`config.mk`:
```
export PLATFORM = sky130hd
export DESIGN_NAME = start_token_srl_fifo
export DESIGN_NICKNAME = d
export VERILOG_FILES = /design/src/rtl/start_token_srl_fifo_pkg.sv /design/src/rtl/start_token_srl_fifo_storage.sv /design/src/rtl/start_token_srl_fifo.sv
export SDC_FILE = /design/constraint.sdc
export NUM_CORES = 1
export LEC_CHECK = 0
export CORE_AREA = 3 3 40 42
export CTS_CLUSTER_DIAMETER = 120
export DETAILED_ROUTE_END_ITERATION = 6
export DIE_AREA = 0 0 43 45
export PLACE_DENSITY = 0.56
export SYNTH_ARGS = -nofsm -noshare
export SYNTH_HDL_FRONTEND = slang
export SYNTH_SLANG_ARGS = --single-unit
```
`constraint.sdc`:
```
create_clock -name clk -period 1.7 [get_ports clk]
set_clock_uncertainty 0.05 [all_clocks]
set_input_delay 0.425 -clock clk [delete_from_list [all_inputs] [get_ports clk]]
set_output_delay 0.425 -clock clk [all_outputs]
set_load 0.05 [all_outputs]
```
`src/rtl/start_token_srl_fifo_pkg.sv`:
```
// -----------------------------------------------------------------------------
// start_token_srl_fifo_pkg
//   Shared definitions for the SRL-backed start-token FIFO:
//     - clog2      : ceiling log2, used to derive the read-address width
//     - op_e       : per-cycle operation encoding {push, pop}
//     - EMPTY_N_RST, FULL_N_RST : handshake flag values while in reset
//   The occupancy type depends on the instance's ADDR_WIDTH, so each user
//   declares it locally as logic [ADDR_WIDTH:0].
// -----------------------------------------------------------------------------
package start_token_srl_fifo_pkg;

    localparam logic EMPTY_N_RST = 1'b0;
    localparam logic FULL_N_RST  = 1'b1;

    // Bit order matches {push, pop} so the strobes can be cast directly.
    typedef enum logic [1:0] {
        OP_IDLE = 2'b00,
        OP_POP  = 2'b01,
        OP_PUSH = 2'b10,
        OP_BOTH = 2'b11
    } op_e;

    function automatic int clog2(input int value);
        int result;
        int v;
        result = 0;
        v      = value - 1;
        for (int i = 0; i < 32; i++) begin
            if (v > 0) begin
                result = result + 1;
                v      = v >> 1;
            end
        end
        return result;
    endfunction

endpackage

```
`src/rtl/start_token_srl_fifo_storage.sv`:
```
// -----------------------------------------------------------------------------
// start_token_srl_storage
//   DEPTH x DATA_WIDTH shift-register array. On we, every entry moves up one
//   index and din lands in index 0, so the oldest entry sits at the highest
//   occupied index. Read is asynchronous at addr.
//   Ports:
//     clk  : rising-edge clock
//     we   : shift enable (the FIFO's effective push)
//     addr : read index
//     din  : data shifted into index 0
//     dout : entry at addr
// -----------------------------------------------------------------------------
module start_token_srl_storage #(
    parameter int DATA_WIDTH = 1,
    parameter int ADDR_WIDTH = 1,
    parameter int DEPTH      = 2
) (
    input  logic                  clk,
    input  logic                  we,
    input  logic [ADDR_WIDTH-1:0] addr,
    input  logic [DATA_WIDTH-1:0] din,
    output logic [DATA_WIDTH-1:0] dout
);

    logic [DATA_WIDTH-1:0] r_mem [DEPTH];

    // NOTE: the array has no reset on purpose; a reset term would stop the
    // tools from mapping it onto shift-register primitives, and stale
    // contents are never observed because occupancy gates every read.
    // NOTE: sequential state is written with non-blocking assignments so each
    // entry captures its neighbour's pre-edge value, giving a true shift.
    always_ff @(posedge clk) begin
        if (we) begin
            r_mem[0] <= din;
            for (int i = 1; i < DEPTH; i++) begin
                r_mem[i] <= r_mem[i-1];
            end
        end
    end

    assign dout = r_mem[addr];

endmodule

```
`src/rtl/start_token_srl_fifo.sv`:
```
// -----------------------------------------------------------------------------
// start_token_srl_fifo
//   Control and read-side front end of an SRL-backed start-token FIFO.
//   Tracks occupancy, drives the shift-register read address and produces
//   registered full/empty handshakes. No combinational write-to-read path.
//   Ports:
//     clk, reset         : clock; asynchronous active-high reset
//     if_write_ce/if_write/if_din : producer side, push when if_full_n
//     if_full_n          : at least one free entry
//     if_read_ce/if_read : consumer side, pop when if_empty_n
//     if_dout            : oldest entry, valid while if_empty_n
//     if_empty_n         : at least one entry held
//     if_num_data_valid  : current occupancy 0..DEPTH
//     if_fifo_cap        : constant DEPTH
// -----------------------------------------------------------------------------
module start_token_srl_fifo
    import start_token_srl_fifo_pkg::*;
#(
    parameter int DATA_WIDTH = 1,
    parameter int DEPTH      = 2,
    parameter int ADDR_WIDTH = clog2(DEPTH)
) (
    input  logic                  clk,
    input  logic                  reset,
    input  logic                  if_write_ce,
    input  logic                  if_write,
    input  logic [DATA_WIDTH-1:0] if_din,
    output logic                  if_full_n,
    input  logic                  if_read_ce,
    input  logic                  if_read,
    output logic [DATA_WIDTH-1:0] if_dout,
    output logic                  if_empty_n,
    output logic [ADDR_WIDTH:0]   if_num_data_valid,
    output logic [ADDR_WIDTH:0]   if_fifo_cap
);

    typedef logic [ADDR_WIDTH:0] occ_t;

    occ_t                  r_count;
    logic [ADDR_WIDTH-1:0] r_addr;
    logic                  r_empty_n;
    logic                  r_full_n;

    logic                  w_push;
    logic                  w_pop;
    op_e                   w_op;
    occ_t                  w_count_next;
    logic [ADDR_WIDTH-1:0] w_addr_next;
    logic                  w_empty_n_next;
    logic                  w_full_n_next;

    // Qualified by the registered flags, so a push while full or a pop while
    // empty never reaches the state below.
    assign w_push = if_write & if_write_ce & r_full_n;
    assign w_pop  = if_read  & if_read_ce  & r_empty_n;
    assign w_op   = op_e'({w_push, w_pop});

    // NOTE: every signal written here gets a default first, so no path through
    // the case can leave one unassigned and infer a latch.
    always_comb begin
        w_count_next = r_count;
        w_addr_next  = r_addr;
        case (w_op)
            OP_PUSH: w_count_next = r_count + occ_t'(1);
            OP_POP:  w_count_next = r_count - occ_t'(1);
            default: w_count_next = r_count;  // idle, or push+pop cancel out
        endcase
        // A push+pop keeps count, so addr is kept too: the shift itself moves
        // the next-oldest entry into the slot being read.
        if (w_count_next != '0) begin
            w_addr_next = ADDR_WIDTH'(w_count_next - occ_t'(1));
        end else begin
            w_addr_next = '0;
        end
        w_empty_n_next = (w_count_next != '0);
        w_full_n_next  = (w_count_next != occ_t'(DEPTH));
    end

    always_ff @(posedge clk or posedge reset) begin
        if (reset) begin
            r_count   <= '0;
            r_addr    <= '0;
            r_empty_n <= EMPTY_N_RST;
            r_full_n  <= FULL_N_RST;
        end else begin
            r_count   <= w_count_next;
            r_addr    <= w_addr_next;
            r_empty_n <= w_empty_n_next;
            r_full_n  <= w_full_n_next;
        end
    end

    start_token_srl_storage #(
        .DATA_WIDTH (DATA_WIDTH),
        .ADDR_WIDTH (ADDR_WIDTH),
        .DEPTH      (DEPTH)
    ) u_storage (
        .clk  (clk),
        .we   (w_push),
        .addr (r_addr),
        .din  (if_din),
        .dout (if_dout)
    );

    assign if_full_n         = r_full_n;
    assign if_empty_n        = r_empty_n;
    assign if_num_data_valid = r_count;
    assign if_fifo_cap       = occ_t'(DEPTH);

endmodule

```
==> impl_results.md <==
- TritonCTS clock tree: done
- Yosys cell types: 17
- Synth top area cells: dfrtp_1, edfxtp_1, dfstp_2
- Unrepaired setup endpoints after global routing: no
- Area post-placement: slightly above 500 um^2
- Met2 Use GR: 0.1228
- Global routing's busiest layer: met2
- Post-DR vias/cell: just over 4
- Setup crit start kind: input pin
- Avg Cell Area, Syn: between 10 and 15 um^2
- Via Count: 242
- Clock Tree Root: clkbuf_4
- Final hold violation count: 0
- WL/cell: 10.08 um
- R2R setup slack: 0.17 ns
- LEAKAGE: ~0.24 nW
- Port Buffer Count: 11
- Post-CTS Hold Buffers: 0
- Number of DRC markers in iteration 0: 1
- Max stage delay on crit path: 0.46 ns
- Synth top cells by count: dfrtp_1, buf_4, inv_1, nand2_1
- Hold/Removal Path Class: in2async
- Critical path class: in2reg
- Ys async rst share: 0.7143
- DRC violations left: 0
- RR Endpoint: if_full_n$_DFF_PP1_
- Register area share after synthesis: 0.5539
- Worst vdd ir: 874.2 uV
- Final WL: 595 um
- Clock-pin slew on the worst setup and hold paths: approximately 0.050 ns
- Postcts setup bufs: 0
- Syn Nets: 38
- CTS Buffer Depth: 2
- Yosys top cell area share: 0.2974
- Final design utilization: 0.4158
- Nets: 53
- Outcome: finished, final reports clean
- Dominant cell type by area after synthesis: dfrtp_1
- MaxCap Viol Count: 0
- Post-CTS Resized: 0
- Num Clock Sinks: 7
- Ys flop type: dfrtp_1
- Final Setup Violations: 0
- Crit end category: flop
- Antenna violations before repair: 0
- CP cell instances: clkdlybuf4s50_1, nand3_1, ha_1, inv_1, nand2_1, o22a_2
- H-tree depth: 1
- Area Growth Syn to Fin: 58.74%
- Die Height: 45 um
- Crit path max fanout: 4
- Inserted Clock Buffers: 3
- Share of layout cells above drive strength 1: 0.2955
- Final period demand of the worst path: 1.611 ns
- Worst R2R Start: if_full_n$_DFF_PP1_
- Crit path launch: if_write
- WP data required: 1.82 ns
- Core Region: 0.001285 mm^2
- Dpl hpwl: around 520 um
- Rows: 13
- Starting Density: 0.2619
- Setup_tns: 0 ns
- Tot GR Track Use: 0.07886
- Final Wtd Congestion: 0.6539
- Vias in the first global route: 260
- Chip width: 43 um
- Mapped cell area: 336.6 um^2
- Final Max Slew Viols: 0
- Cell area after layout: 534.3 um^2
- Clock latency on the worst-skew pair: about 0.24 ns
- Synth Register Bits: 7
- Met3 Use GR: 0.06773
- Count leader, synth: dfrtp_1
- Post-synth EDFFs: 2
- Pin count of the biggest net entering global routing: 9
- Synth Instances: 30
- Grt total ovfl: 0
- CP max-delay cell: clkdlybuf4s50_1
- Final ANT Viol Nets: 0
- Total power divided by cell area: roughly 1900 mW/mm^2
- Worst R2R Path Depth: 5
- Synth warnings: 0
- Boundary Pins: 14
- Fin crit share: 0.9475
- Diodes inserted: 0
- Met1 Usage GRT: 0.07389
- CP arrival: roughly 1.7 ns
- Die area: 0.001935 mm^2
- Drt pass-1 iters: 2
- Fmax: just over 0.6 GHz
- First-pass GRT wire length: 1055 um
power breakdown:
group / internal, mW / total (mW) / switching (mW) / leakage, nW
clock: 0.0891 / 0.143 / 0.0536 / 0.0150
combinational: 0.285 / 0.570 / 0.285 / 0.154
sequential: 0.240 / 0.324 / 0.0846 / 0.0758
how the worst max path moves through the flow:
stage,end,slack [ns],cells past startpoint
finish,if_full_n$_DFF_PP1_,0.09,6
global route,if_full_n$_DFF_PP1_,0.04,6
CTS,if_full_n$_DFF_PP1_,0.09,6
detailed placement,if_full_n$_DFF_PP1_,-0.17,6
global placement,if_full_n$_DFF_PP1_,-0.14,6
floorplan,if_full_n$_DFF_PP1_,0.04,5
layout by cell type, fill, tap and decap left out:
master           instances
a31oi_1                  1
and3_1                   1
buf_12                   5
buf_4                    2
clkbuf_1                 1
clkbuf_4                 3
clkdlybuf4s50_1          6
conb_1                   2
dfrtp_1                  4
dfstp_2                  1
edfxtp_1                 2
ha_1                     1
inv_1                    3
mux2_2                   1
nand2_1                  3
nand3_1                  1
nor3_1                   1
o22a_2                   1
o22ai_1                  1
xnor2_1                  2
xor2_1                   2
final cells by class:
class	instances	area, um^2
clock buffer	4	26.28
tap	15	18.77
timing repair buffer	13	175.2
sequential	7	186.4
inverter	3	11.26
multi-input combinational	17	116.4
fill	130	750.7
per-layer routing:
metal / vias to the layer above / share of wire
li1: 120 / -
met1: 113 / 0.42
met2: 9 / 0.46
met3: 0 / 0.11
met4: 0 / 0
met5: - / 0
worst max-delay path: cells and delay by family:
family          cells  cell delay [ns]
compound gates      1             0.25
fa+ha+maj           1             0.32
buf+inv             2             0.57
simple gates        2             0.18
registers in the layout, summed over array words and instances, names as in the netlist:
signal	cells
if_num_data_valid	2
u_storage.r_mem	2
if_empty_n	1
if_full_n	1
r_addr	1
per-stage QoR:
step	cells	worst slack, ns	hold slack, ns	total power [mW]
after floorplan	30	0.03827	0.1528	0.6381
after global placement	55	-0.1447	0.3876	0.8902
after detailed placement	55	-0.1716	0.4028	0.9014
after CTS	59	0.08526	0.3284	1.053
after global routing	59	0.03886	0.3552	1.101
final	59	0.08929	0.3273	1.037
cell families after synthesis:
kind of cell / count (synthesis) / synth area share
DFF: 7 / 0.5539
and+or+nand+nor: 6 / 0.08177
buffers and inverters: 6 / 0.1004
xor gates and xnor gates: 4 / 0.1041
AOI/OAI and AO/OA: 3 / 0.06694
other: 2 / 0.02231
adders and majority gates: 1 / 0.03717
muxes: 1 / 0.03345
No activity file was read; power rests on OpenSTA's default activity.
